## src/rtl/stream_packer_256.sv

```systemverilog
// Packs eight 32-bit event words into one 256-bit stream word for the GPIF writer,
// with flush/timeout padding, drop accounting and an incrementing test-pattern source.
module stream_packer_256 #(
    parameter int unsigned TIMEOUT   = 50000,
    parameter logic [31:0] FILL_WORD = 32'hFFFF_FFFF,
    parameter int unsigned DROP_W    = 32
) (
    input  logic              clk,
    input  logic              rst,
    input  logic [31:0]       word_i,
    input  logic              word_valid_i,
    input  logic              flush_i,
    input  logic              test_mode_i,
    input  logic              stream_full_i,
    input  logic              stream_prog_full_i,
    output logic [255:0]      stream_data_o,
    output logic              stream_write_o,
    output logic [DROP_W-1:0] drop_count_o,
    output logic              overflow_o,
    output logic              busy_o
);
    localparam int LANES = 8;
    localparam int TW    = (TIMEOUT > 1) ? $clog2(TIMEOUT + 1) : 1;

    typedef enum logic [1:0] {FILL, WAIT, PAD} state_t;

    state_t                 state;
    logic [LANES-1:0][31:0] acc, acc_n;
    logic [2:0]             lane;
    logic [255:0]           hold;
    logic                   hold_valid;
    logic [31:0]            tcnt;
    logic [TW-1:0]          idle;

    logic        src_valid, accept, drop, hold_free, last_lane, timeout_hit, go_pad, load;
    logic [31:0] src_data;

    assign src_valid   = test_mode_i ? ~stream_prog_full_i : word_valid_i;
    assign src_data    = test_mode_i ? tcnt : word_i;
    assign accept      = (state == FILL) && src_valid;
    assign drop        = (state != FILL) && src_valid;
    assign hold_free   = ~hold_valid | ~stream_full_i;
    assign last_lane   = accept && (lane == 3'd7);
    assign timeout_hit = (TIMEOUT != 0) && (idle == TW'(TIMEOUT));
    // A flush coinciding with a word is deferred to a PAD cycle unless that word closes the packet.
    assign go_pad      = (state == FILL) && !last_lane && ((lane != 3'd0) || accept) &&
                         (flush_i || (!accept && timeout_hit));
    assign load        = (last_lane || state == PAD || state == WAIT) && hold_free;

    assign stream_data_o  = hold;
    assign stream_write_o = hold_valid & ~stream_full_i;
    assign busy_o         = (lane != 3'd0) | hold_valid | (state != FILL);

    always_comb begin
        acc_n = acc;
        if (accept)
            acc_n[lane] = src_data;
        if (state == PAD) begin
            for (int i = 0; i < LANES; i++)
                if (3'(i) >= lane)
                    acc_n[i] = FILL_WORD;
        end
    end

    always_ff @(posedge clk or posedge rst) begin
        if (rst) begin
            state        <= FILL;
            acc          <= '0;
            lane         <= '0;
            hold         <= '0;
            hold_valid   <= 1'b0;
            tcnt         <= '0;
            idle         <= '0;
            drop_count_o <= '0;
            overflow_o   <= 1'b0;
        end else begin
            case (state)
                FILL: begin
                    if (accept) begin
                        acc  <= acc_n;
                        lane <= lane + 3'd1;
                        if (test_mode_i)
                            tcnt <= tcnt + 32'd1;
                    end
                    if (last_lane && !hold_free)
                        state <= WAIT;
                    else if (go_pad)
                        state <= PAD;
                end
                PAD: begin
                    acc   <= acc_n;
                    lane  <= '0;
                    state <= hold_free ? FILL : WAIT;
                end
                WAIT: begin
                    if (hold_free)
                        state <= FILL;
                end
                default: state <= FILL;
            endcase

            if (load) begin
                hold       <= acc_n;
                hold_valid <= 1'b1;
            end else if (stream_write_o) begin
                hold_valid <= 1'b0;
            end

            if (state == FILL && lane != 3'd0 && !accept)
                idle <= timeout_hit ? idle : idle + TW'(1);
            else
                idle <= '0;

            if (drop) begin
                overflow_o <= 1'b1;
                if (~&drop_count_o)
                    drop_count_o <= drop_count_o + DROP_W'(1);
            end
        end
    end
endmodule

```

## config.mk

```make
export PLATFORM = sky130hd
export DESIGN_NAME = stream_packer_256
export DESIGN_NICKNAME = d
export VERILOG_FILES = /design/src/rtl/stream_packer_256.sv
export SDC_FILE = /design/constraint.sdc
export NUM_CORES = 1
export LEC_CHECK = 0
export BUFFER_PORTS_ARGS = -buffer_cell sky130_fd_sc_hd__buf_2
export CELL_PAD_IN_SITES_DETAIL_PLACEMENT = 2
export CELL_PAD_IN_SITES_GLOBAL_PLACEMENT = 2
export CORE_MARGIN = 2
export CORE_UTILIZATION = 41
export CTS_BUF_LIST = sky130_fd_sc_hd__clkbuf_4 sky130_fd_sc_hd__clkbuf_8
export DETAILED_ROUTE_END_ITERATION = 10
export GPL_ROUTABILITY_DRIVEN = 1
export PLACE_DENSITY = 0.92
export RECOVER_POWER = 50
export SLEW_MARGIN = 15
export SYNTH_ARGS = -nofsm -noshare
export SYNTH_HDL_FRONTEND = slang
export SYNTH_SLANG_ARGS = --single-unit
```

## constraint.sdc

```tcl
create_clock -name clk -period 41 [get_ports clk]
set_input_delay 4.1 -clock clk [delete_from_list [all_inputs] [get_ports clk]]
set_output_delay 4.1 -clock clk [all_outputs]
set_load 0.05 [all_outputs]
```

Word-level counts from Yosys, hierarchy flattened:

Index checks and enable logic that the tools add are counted.

* input bits: 39
* word-level logic and storage cells: 103
* register bits after elaboration: 599
* output and inout port bits: 291

* muxes and demuxes: 28
* eq/ne operators: 8
* add/subtract/negate cells: 4
* reduce and logical (&&, ||, !) cells: 29
* bitwise gates (word level): 8
* magnitude comparators: 10

Operators by type and width (count)
* two-way mux 256 bit: 3
* one-hot mux 256 bit (2 select lines): 1
* two-way mux 32 bit: 10
* bitwise mux 256 bit: 1
* demux 32 bit (select 3 bit): 1
* adder 32 x 1 -> 32 bit, second input constant: 2
* two-way mux 16 bit: 2
* AND reduction 32 bit: 1
* adder 16 x 1 -> 16 bit, second input constant: 1
* equality test 16 bit, second input constant: 1
* greater-or-equal comparator 3 bit, first input constant: 4
* logical AND 1 bit: 12
* greater-or-equal comparator 1 x 3 -> 1 bit, first input constant: 2
* greater-or-equal comparator 2 x 3 -> 1 bit, first input constant: 2
* two-way mux 2 bit: 3
* != test 2 bit, second input constant: 3
* one-hot mux 2 bit (3 select lines): 1
* one-hot mux 3 bit (2 select lines): 1
* AND reduction 2 bit: 3
* nonzero test 2 bit: 3
* logical OR 1 bit: 4
* less-than comparator 3 x 4 -> 1 bit, second input constant: 1
* two-way mux 1 bit: 4
* inverter 1 bit: 4
* 13 further kinds: 17

Depth between registers and ports, before layout:

Gate-level depths: netlist (run 1).

* depth in word-level cells: 11
* gate-level depth with buffers: 10
* depth with buffers taken out: 7

Least setup slack after synthesis (run 1):

No wires, ideal clock.

* path kind: input -> output
* start point: in stream_full_i
* end point: out stream_write_o
* data required time: 36.900 ns
* cell stages on the path: 1
* setup slack: 32.111 ns
* path buffers: 0
* arrival: 4.789 ns
* cell sequence: nor2b_1

* longest elaborated chain between the ends: 2

Ends and longest elaborated chain
* from (decl): line 14 `input logic stream_full_i,`
* inverter 1 bit: line 51 `assign stream_write_o = hold_valid & ~stream_full_i;`
* AND 1 bit: line 51
* to (decl): line 17 `output logic stream_write_o,`

No other way between the ends.

==> metrics.txt, run 1 <==
# TYPE chip_impl_metric gauge
chip_impl_info{name="status",value="finished with violations"} 1
chip_impl_info{name="violations_in_the_final_reports",value="max-capacitance violations, max-slew violations"} 1
chip_impl_info{name="synth_top_cells_by_area",value="sky130_fd_sc_hd__dfrtp_1 63%, sky130_fd_sc_hd__a21oi_1 8.1%, sky130_fd_sc_hd__nand2_1 6.6%"} 1
chip_impl_metric{name="grt_util_all_layers",unit="%"} 33.9
chip_impl_metric{name="detailedPlace.worstSlack",unit="ns"} 31.67
chip_impl_metric{name="synthCells",unit=""} 2392
chip_impl_info{name="postSynth.topFlopCell",value="sky130_fd_sc_hd__dfrtp_1"} 1
chip_impl_metric{name="layout_setup_ws",unit="ns"} 25.74
chip_impl_metric{name="drv_slew",unit=""} 564
chip_impl_metric{name="post_route_cells_drive_above_1_share",unit="%"} 15.2
chip_impl_metric{name="number_of_flops_mapped_to_enable_cells_by_yosys",unit=""} 0
chip_impl_metric{name="power.combinational.fraction",unit="%"} 37.5
chip_impl_metric{name="clk-insertion-delay-late",unit="ns"} 0.74
chip_impl_metric{name="reg2reg_slack",unit="ns"} 36.19
chip_impl_metric{name="final_net_count",unit=""} 2771
chip_impl_metric{name="first_iter_violations",unit=""} 1577
chip_impl_metric{name="floorplan.initialDensity",unit="%"} 41.4
chip_impl_metric{name="hpwl",unit="µm"} 62200
chip_impl_metric{name="cts_made_buffers",unit=""} 99
chip_impl_metric{name="netSwitchingFraction",unit="%"} 46.9
chip_impl_metric{name="die_w",unit="µm"} 245
chip_impl_metric{name="fp-row-count",unit=""} 88
chip_impl_info{name="path_class",value="input port to asynchronous set/reset pin"} 1
chip_impl_metric{name="detailroute.via_count",unit=""} 20430
chip_impl_metric{name="synth_cell_type_count",unit=""} 51
chip_impl_metric{name="synth.avg_cell_area",unit="µm²"} 9.99
chip_impl_metric{name="period_share",unit="%"} 37.2
chip_impl_metric{name="antenna_found_initial",unit=""} 6
chip_impl_metric{name="ctsLongestPathBuffers",unit=""} 3
chip_impl_metric{name="mappedNetlistArea",unit="µm²"} 23900
chip_impl_info{name="root_cell_of_the_clock_tree",value="sky130_fd_sc_hd__clkbuf_8"} 1
chip_impl_metric{name="synth_sequential_area_ratio",unit="%"} 62.7
chip_impl_info{name="tritoncts_clock_tree",value="built"} 1
chip_impl_metric{name="finalSetupViolCount",unit=""} 0
chip_impl_metric{name="power.density",unit="nW/µm²"} 83.4
chip_impl_info{name="ys_top_cells_by_count",value="599 x sky130_fd_sc_hd__dfrtp_1, 419 x sky130_fd_sc_hd__nand2_1, 417 x sky130_fd_sc_hd__nor2_1"} 1
chip_impl_metric{name="synth.ff_latch_count",unit=""} 599
chip_impl_metric{name="placement.io_buffers",unit=""} 329
chip_impl_metric{name="n_fill_cell",unit=""} 6061
chip_impl_info{name="yosysMostFrequentCell",value="sky130_fd_sc_hd__dfrtp_1"} 1
chip_impl_metric{name="boundaryPins",unit=""} 330
chip_impl_info{name="worst_setup_path_end_kind",value="asynchronous set/reset pin"} 1
chip_impl_metric{name="worst_pin_slew",unit="ns"} 8.79
chip_impl_metric{name="fin_worst_skew",unit="ns"} 0.0490
chip_impl_metric{name="grt_pass1_wl",unit="µm"} 152000
chip_impl_metric{name="power_frac_seq",unit="%"} 37.5
chip_impl_metric{name="power.clock.fraction",unit="%"} 25.0
chip_impl_metric{name="overflow",unit=""} 0
chip_impl_metric{name="worstRegToRegCells",unit=""} 8
chip_impl_info{name="grt_setup_unrepaired",value="no"} 1
chip_impl_metric{name="maxClockFrequency",unit="MHz"} 65.5
chip_impl_metric{name="internal_power",unit="µW"} 1250
chip_impl_metric{name="worst-endpoint-arrival",unit="ns"} 13.86
chip_impl_metric{name="synth.top_cell.area_share",unit="%"} 62.7
chip_impl_metric{name="synth_net_count",unit=""} 2439
chip_impl_info{name="synthDominantAreaCellType",value="sky130_fd_sc_hd__dfrtp_1"} 1
chip_impl_metric{name="final_cell_count_no_fill",unit=""} 3572
chip_impl_metric{name="routed_via_density",unit=""} 5.72
chip_impl_metric{name="maxCapViolations",unit=""} 5
chip_impl_metric{name="synth-async-reset-ratio",unit="%"} 100
chip_impl_metric{name="fin_setup_tns",unit="ns"} 0
chip_impl_metric{name="gp_congestion",unit=""} 0.827
chip_impl_metric{name="path_max_fanout",unit=""} 165
chip_impl_metric{name="clk_pin_slew",unit="ns"} 0.06
chip_impl_metric{name="ys_warn_count",unit=""} 0
chip_impl_metric{name="grt_start_max_net_pins",unit=""} 166
chip_impl_metric{name="clock_sinks",unit=""} 599
chip_impl_metric{name="wl",unit="µm"} 102000
chip_impl_metric{name="floorplan.die_area",unit="µm²"} 60200
chip_impl_metric{name="ir_worst_vdd",unit="µV"} 48.8
chip_impl_metric{name="post-cts-setup-buffer-count",unit=""} 0
chip_impl_metric{name="total_leakage_power",unit="µW"} 0.0107
chip_impl_metric{name="whs",unit="ns"} 0.486
chip_impl_metric{name="placed_cells_incl_taps",unit=""} 3386
chip_impl_metric{name="grt_pass1_vias",unit=""} 22902
chip_impl_metric{name="postCtsResizedCells",unit=""} 0
chip_impl_info{name="critPathLaunchType",value="input port"} 1
chip_impl_metric{name="final_antenna_net_count",unit=""} 0
chip_impl_metric{name="core_region_area",unit="µm²"} 57700
chip_impl_metric{name="h_tree_depth",unit=""} 3
chip_impl_metric{name="post_drt_wl_per_cell",unit="µm"} 28.5
chip_impl_metric{name="die_height",unit="µm"} 245
chip_impl_metric{name="drt_pass1_iterations",unit=""} 5
chip_impl_metric{name="cts.hold.buffers_added",unit=""} 0
chip_impl_metric{name="power.switching",unit="µW"} 1110
chip_impl_metric{name="worst-endpoint-required",unit="ns"} 39.60
chip_impl_metric{name="report.final.hold_viol_count",unit=""} 0
chip_impl_metric{name="fin_crit",unit="ns"} 15.26
chip_impl_info{name="critPathLaunch",value="rst"} 1
chip_impl_info{name="endpoint",value="stream_data_o[66]"} 1
chip_impl_metric{name="slew_headroom",unit="%"} -486
chip_impl_metric{name="area_growth_syn_to_layout",unit="%"} 18.3
chip_impl_info{name="r2r_end",value="stream_data_o[251]"} 1
chip_impl_info{name="reg2reg_from",value="lane[2]"} 1
chip_impl_metric{name="drc",unit=""} 0
chip_impl_metric{name="utilization",unit="%"} 49.0
chip_impl_info{name="holdCritPathClass",value="flip-flop to flip-flop"} 1
==> metrics by stage <==
stage | power, µW | instance area [µm²]
2_1_floorplan | 1470 | 23900
3_3_place_gp | 1690 | 26400
3_5_place_dp | 1750 | 26400
4_1_cts | 2380 | 28500
5_1_grt | 2450 | 28300
6_report | 2360 | 28300
==> metal layers <==
| layer | vias to the layer above | global-route usage [%] | routed length [µm] |
|---|---|---|---|
| li1 | 8579 | - | - |
| met1 | 10803 | 43.0 | 40600 |
| met2 | 758 | 54.9 | 49200 |
| met3 | 288 | 6.78 | 6430 |
| met4 | 2 | 18.2 | 5650 |
| met5 | - | 0 | 13 |
==> cell usage in the layout (no fill, tap or decap), types with 3 or more instances in the layout <==
cell                        Yosys  layout
sky130_fd_sc_hd__inv_1         10       9
sky130_fd_sc_hd__or3_1          3       3
sky130_fd_sc_hd__buf_2         63     107
sky130_fd_sc_hd__and3_1        16      16
sky130_fd_sc_hd__buf_4          3      46
sky130_fd_sc_hd__nand2_1      419     419
sky130_fd_sc_hd__mux2i_2        0      25
sky130_fd_sc_hd__and2_2         0       3
sky130_fd_sc_hd__a21oi_1      385     385
sky130_fd_sc_hd__o21ai_1       22      20
sky130_fd_sc_hd__nor3_1         5       5
sky130_fd_sc_hd__clkbuf_1      73     226
sky130_fd_sc_hd__mux2i_4        0       6
sky130_fd_sc_hd__and4_1         8       8
sky130_fd_sc_hd__a2111oi_4      5       5
sky130_fd_sc_hd__mux2_2         5       4
sky130_fd_sc_hd__nand4_1       19      19
sky130_fd_sc_hd__o21ai_2       30      32
sky130_fd_sc_hd__nand2b_1      10       9
sky130_fd_sc_hd__clkinv_2       0      15
sky130_fd_sc_hd__mux2i_1       35       4
sky130_fd_sc_hd__a21oi_2        5       5
sky130_fd_sc_hd__o21ai_0       89      89
sky130_fd_sc_hd__dfrtp_1      599     599
sky130_fd_sc_hd__nor2_1       417     417
sky130_fd_sc_hd__ha_1           8       8
sky130_fd_sc_hd__nand3_1       34      34
sky130_fd_sc_hd__a21o_1         3       3
sky130_fd_sc_hd__nor4_1         3       3
sky130_fd_sc_hd__diode_2        0       6
sky130_fd_sc_hd__clkbuf_8       0     127
sky130_fd_sc_hd__nor2b_1        4       4
sky130_fd_sc_hd__and2_1        13      10
sky130_fd_sc_hd__clkbuf_4       0      30
sky130_fd_sc_hd__a2111o_2       0       3
sky130_fd_sc_hd__xor2_1        17      17
sky130_fd_sc_hd__xnor2_1       53      53
==> state kept, by name (all words and copies together), names as in the netlist <==
name           flops
acc              256
stream_data_o    256
drop_count_o      32
tcnt              32
idle              16
lane               3
state              2
hold_valid         1
overflow_o         1
==> cells by family (layout without fill, tap and decap cells) <==
kind of cell    count (synthesis)  count (layout)  share of synthesized area (%)
simple gates                  965             965                           16.6
flops                         599             599                           62.7
compound gates                550             550                           12.8
buf+inv                       160             569                           3.17
xor+xnor                       70              70                           2.57
mux                            40              40                           1.70
fa+ha+maj                       8               8                          0.419
other cells                     0               6                              0
==> area by class of cell <==
type / instances / area, µm² / area share (%)
Sequential cell: 599 / 15000 / 53.0
Multi-Input combinational cell: 1633 / 8340 / 29.5
Clock buffer: 157 / 1970 / 6.98
Timing Repair Buffer: 381 / 1780 / 6.29
Tap cell: 765 / 957 / 3.39
Clock inverter: 21 / 171 / 0.606
Inverter: 10 / 38.8 / 0.137
Antenna cell: 6 / 15.0 / 0.0531
==> power by group through the flow <==
stage	registers [µW]	clock network, µW	logic, µW
detailed placement	878	0	876
finish	883	590	883
CTS	878	595	902
floorplan	1130	0	333
global placement	864	0	824
global route	895	622	936
==> critical path, cell delays in order <==
cell and delay, ns:
sky130_fd_sc_hd__buf_2 0.10, sky130_fd_sc_hd__clkinvlp_2 2.99, sky130_fd_sc_hd__clkbuf_1 6.34
==> worst min path at each step <==
stage,start,endpoint,cells after the start
3_3_place_gp,acc[128],acc[128],2
5_1_grt,acc[163],acc[163],2
4_1_cts,acc[163],acc[163],2
2_1_floorplan,tcnt[31],tcnt[31],1
3_5_place_dp,acc[171],acc[171],2
6_report,acc[163],acc[163],2
Power figures use the tool's default switching activity.
==> inputs of run 2 (changes only) <==
--- a/config.mk
+++ b/config.mk
@@ -9,11 +9,11 @@
 export CELL_PAD_IN_SITES_DETAIL_PLACEMENT = 2
 export CELL_PAD_IN_SITES_GLOBAL_PLACEMENT = 2
 export CORE_MARGIN = 2
-export CORE_UTILIZATION = 41
+export CORE_UTILIZATION = 38
 export CTS_BUF_LIST = sky130_fd_sc_hd__clkbuf_4 sky130_fd_sc_hd__clkbuf_8
 export DETAILED_ROUTE_END_ITERATION = 10
 export GPL_ROUTABILITY_DRIVEN = 1
-export PLACE_DENSITY = 0.92
+export PLACE_DENSITY = 0.86
 export RECOVER_POWER = 50
 export SLEW_MARGIN = 15
 export SYNTH_ARGS = -nofsm -noshare
==> constraint.sdc (replaced) <==
create_clock -name clk -period 15.35 [get_ports clk]
set_input_delay 1.535 -clock clk [delete_from_list [all_inputs] [get_ports clk]]
set_output_delay 1.535 -clock clk [all_outputs]
set_load 0.05 [all_outputs]
==> run 2 against run 1 <==
Net effect: the run still ends with max-capacitance violations, max-slew violations left; largest cell class unchanged; die area grew 7.8%; cell area grew 0.44%; global-route usage shrank 3.9 points; worst setup slack lost 20 ns; combinational power grew to 2.6 times the previous value; register-to-register slack lost 26 ns.
==> metrics.txt, run 2 (same netlist as run 1, synthesis figures left out) <==
# TYPE chip_impl_metric gauge
chip_impl_metric{name="ff_latch_area",unit="µm²"} 15000
chip_impl_metric{name="boundaryPins",unit=""} 330
chip_impl_metric{name="n_fill_cell",unit=""} 6653
chip_impl_metric{name="first_iter_violations",unit=""} 1521
chip_impl_metric{name="floorplan.initialDensity",unit="%"} 38.6
chip_impl_metric{name="fin_setup_tns",unit="ns"} 0
chip_impl_info{name="path_class",value="input port to flip-flop"} 1
chip_impl_metric{name="final_antenna_net_count",unit=""} 0
chip_impl_metric{name="crit_path_max_incr_delay",unit="ns"} 2.86
chip_impl_metric{name="overflow",unit=""} 0
chip_impl_metric{name="clock_sinks",unit=""} 599
chip_impl_info{name="layout.cells.most_common",value="sky130_fd_sc_hd__dfrtp_1"} 1
chip_impl_metric{name="fin_worst_skew",unit="ns"} 0.0547
chip_impl_metric{name="placed_cells_incl_taps",unit=""} 3454
chip_impl_metric{name="reg2reg_slack",unit="ns"} 10.15
chip_impl_metric{name="post_drt_wl_per_cell",unit="µm"} 26.5
chip_impl_metric{name="multi_input_gate_area_in_the_final_layout",unit="µm²"} 8380
chip_impl_metric{name="path_max_fanout",unit=""} 83
chip_impl_metric{name="period_share",unit="%"} 62.4
chip_impl_metric{name="ctsLongestPathBuffers",unit=""} 3
chip_impl_info{name="reg2reg_from",value="lane[2]"} 1
chip_impl_metric{name="maxClockFrequency",unit="MHz"} 104
chip_impl_metric{name="maxCapViolations",unit=""} 4
chip_impl_info{name="grt_setup_unrepaired",value="no"} 1
chip_impl_metric{name="post-cts-setup-buffer-count",unit=""} 0
chip_impl_metric{name="worst_pin_slew",unit="ns"} 4.07
chip_impl_metric{name="die_w",unit="µm"} 255
chip_impl_metric{name="postCtsResizedCells",unit=""} 0
chip_impl_metric{name="placement.io_buffers",unit=""} 329
chip_impl_metric{name="cts_made_buffers",unit=""} 101
chip_impl_metric{name="final_cell_count_no_fill",unit=""} 3643
chip_impl_metric{name="gp_congestion",unit=""} 0.866
chip_impl_info{name="critPathLaunch",value="test_mode_i"} 1
chip_impl_metric{name="grt_pass1_vias",unit=""} 22366
chip_impl_metric{name="grt_util_all_layers",unit="%"} 29.9
chip_impl_info{name="root_cell_of_the_clock_tree",value="sky130_fd_sc_hd__clkbuf_8"} 1
chip_impl_metric{name="wl",unit="µm"} 96600
chip_impl_info{name="r2r_end",value="stream_data_o[195]"} 1
chip_impl_metric{name="cts.hold.buffers_added",unit=""} 0
chip_impl_metric{name="antenna_found_initial",unit=""} 9
chip_impl_metric{name="h_tree_depth",unit=""} 3
chip_impl_info{name="critical-path-top-delay-family",value="buffers and inverters"} 1
chip_impl_metric{name="area_growth_syn_to_layout",unit="%"} 18.8
chip_impl_metric{name="floorplan.die_area",unit="µm²"} 64900
chip_impl_metric{name="power.density",unit="nW/µm²"} 220
chip_impl_metric{name="total_leakage_power",unit="µW"} 0.0106
chip_impl_info{name="violations_in_the_final_reports",value="max-capacitance violations, max-slew violations"} 1
chip_impl_metric{name="grt_pass1_wl",unit="µm"} 145000
chip_impl_metric{name="finalSetupViolCount",unit=""} 0
chip_impl_metric{name="fp-row-count",unit=""} 91
chip_impl_info{name="worst_setup_path_end_kind",value="flip-flop"} 1
chip_impl_metric{name="drc",unit=""} 0
chip_impl_info{name="critical_path_cell_list",value="clkbuf_1 -> clkbuf_1 -> nand2b_1 -> a21boi_0 -> o211a_4 -> buf_4 -> buf_4 -> and2_1 -> buf_4 -> a21oi_1"} 1
chip_impl_info{name="critical-path-slowest-cell",value="sky130_fd_sc_hd__clkbuf_1"} 1
chip_impl_metric{name="fin_crit",unit="ns"} 9.58
chip_impl_info{name="critPathLaunchType",value="input port"} 1
chip_impl_metric{name="worst-endpoint-arrival",unit="ns"} 10.17
chip_impl_metric{name="drt_pass1_iterations",unit=""} 5
chip_impl_info{name="critical_path.most_common_cell",value="sky130_fd_sc_hd__buf_4"} 1
chip_impl_metric{name="critical_path_cell_count",unit=""} 10
chip_impl_info{name="holdCritPathClass",value="flip-flop to flip-flop"} 1
chip_impl_metric{name="final_net_count",unit=""} 2770
chip_impl_info{name="tritoncts_clock_tree",value="built"} 1
chip_impl_metric{name="clk-insertion-delay-late",unit="ns"} 0.74
chip_impl_info{name="status",value="finished with violations"} 1
chip_impl_metric{name="design_power_total",unit="µW"} 6250
chip_impl_metric{name="post_route_cells_drive_above_1_share",unit="%"} 12.9
chip_impl_metric{name="die_height",unit="µm"} 255
chip_impl_metric{name="slew_headroom",unit="%"} -172
chip_impl_metric{name="worst-endpoint-required",unit="ns"} 15.94
chip_impl_metric{name="clk_pin_slew",unit="ns"} 0.06
chip_impl_metric{name="grt_start_max_net_pins",unit=""} 187
chip_impl_metric{name="hpwl",unit="µm"} 60600
chip_impl_info{name="endpoint",value="stream_data_o[195]"} 1
chip_impl_metric{name="routed_via_density",unit=""} 5.51
chip_impl_metric{name="report.final.hold_viol_count",unit=""} 0
chip_impl_metric{name="crit_buf_inv",unit=""} 5
chip_impl_metric{name="ir_worst_vdd",unit="µV"} 131
chip_impl_metric{name="core_region_area",unit="µm²"} 61900
chip_impl_metric{name="detailroute.via_count",unit=""} 20081
chip_impl_metric{name="drv_slew",unit=""} 187
chip_impl_metric{name="worstRegToRegCells",unit=""} 8
chip_impl_info{name="commonest_non_fill_non_tap_cells_in_the_layout",value="599 x sky130_fd_sc_hd__dfrtp_1, 419 x sky130_fd_sc_hd__nand2_1, 417 x sky130_fd_sc_hd__nor2_1"} 1
run 2: worst min-delay path by stage:
stage	startpoint	end	cells past startpoint	slack [ns]
final	acc[214]	acc[214]	2	0.48
after global routing	acc[214]	acc[214]	2	0.51
after CTS	acc[175]	acc[175]	2	0.49
after detailed placement	acc[160]	acc[160]	2	0.47
after global placement	overflow_o	overflow_o	1	0.45
after floorplan	tcnt[31]	tcnt[31]	1	0.44
run 2: routing by layer:
metal	up-vias	routed length [µm]	track usage, %	share of wire (%)
li1	8570	-	-	-
met1	10658	38900	37.5	40
met3	196	6140	6.31	6.4
met5	-	26	0	0.027
met4	4	3960	13.0	4.1
met2	653	47600	50.1	49
run 2: cell type report:
type,count,share of cell area [%]
inverter,10,0.137
timing repair buffer,378,5.94
multi-input combinational,1633,29.5
antenna,4,0.0353
sequential,599,52.8
tap,837,3.69
clock buffer,160,7.14
clock inverter,22,0.758
run 2: worst reg2reg max path, stage by stage, from the launching register on:
cell,delay (ns)
sky130_fd_sc_hd__dfrtp_1,0.79
sky130_fd_sc_hd__ha_1,0.29
sky130_fd_sc_hd__a21boi_0,0.38
sky130_fd_sc_hd__o211a_4,0.49
sky130_fd_sc_hd__buf_4,0.82
sky130_fd_sc_hd__buf_4,0.98
sky130_fd_sc_hd__and2_1,0.83
sky130_fd_sc_hd__buf_4,0.37
sky130_fd_sc_hd__a21oi_1,0.12
run 2: where the power goes:
group / switching, µW / total, µW / internal [µW]
clock: 700 / 1590 / 890
combinational: 1870 / 2320 / 446
sequential: 315 / 2340 / 2030
run 2: per-stage QoR:
stage	cell area, µm²	hold WS [ns]	setup slack (ns)	utilization, %
floorplan	23900	0.441	5.65	-
global placement	26400	0.454	8.65	42.7
detailed placement	26500	0.474	8.15	42.7
CTS	28700	0.488	8.82	46.4
global route	28400	0.511	5.48	45.8
finish	28400	0.485	5.77	45.8
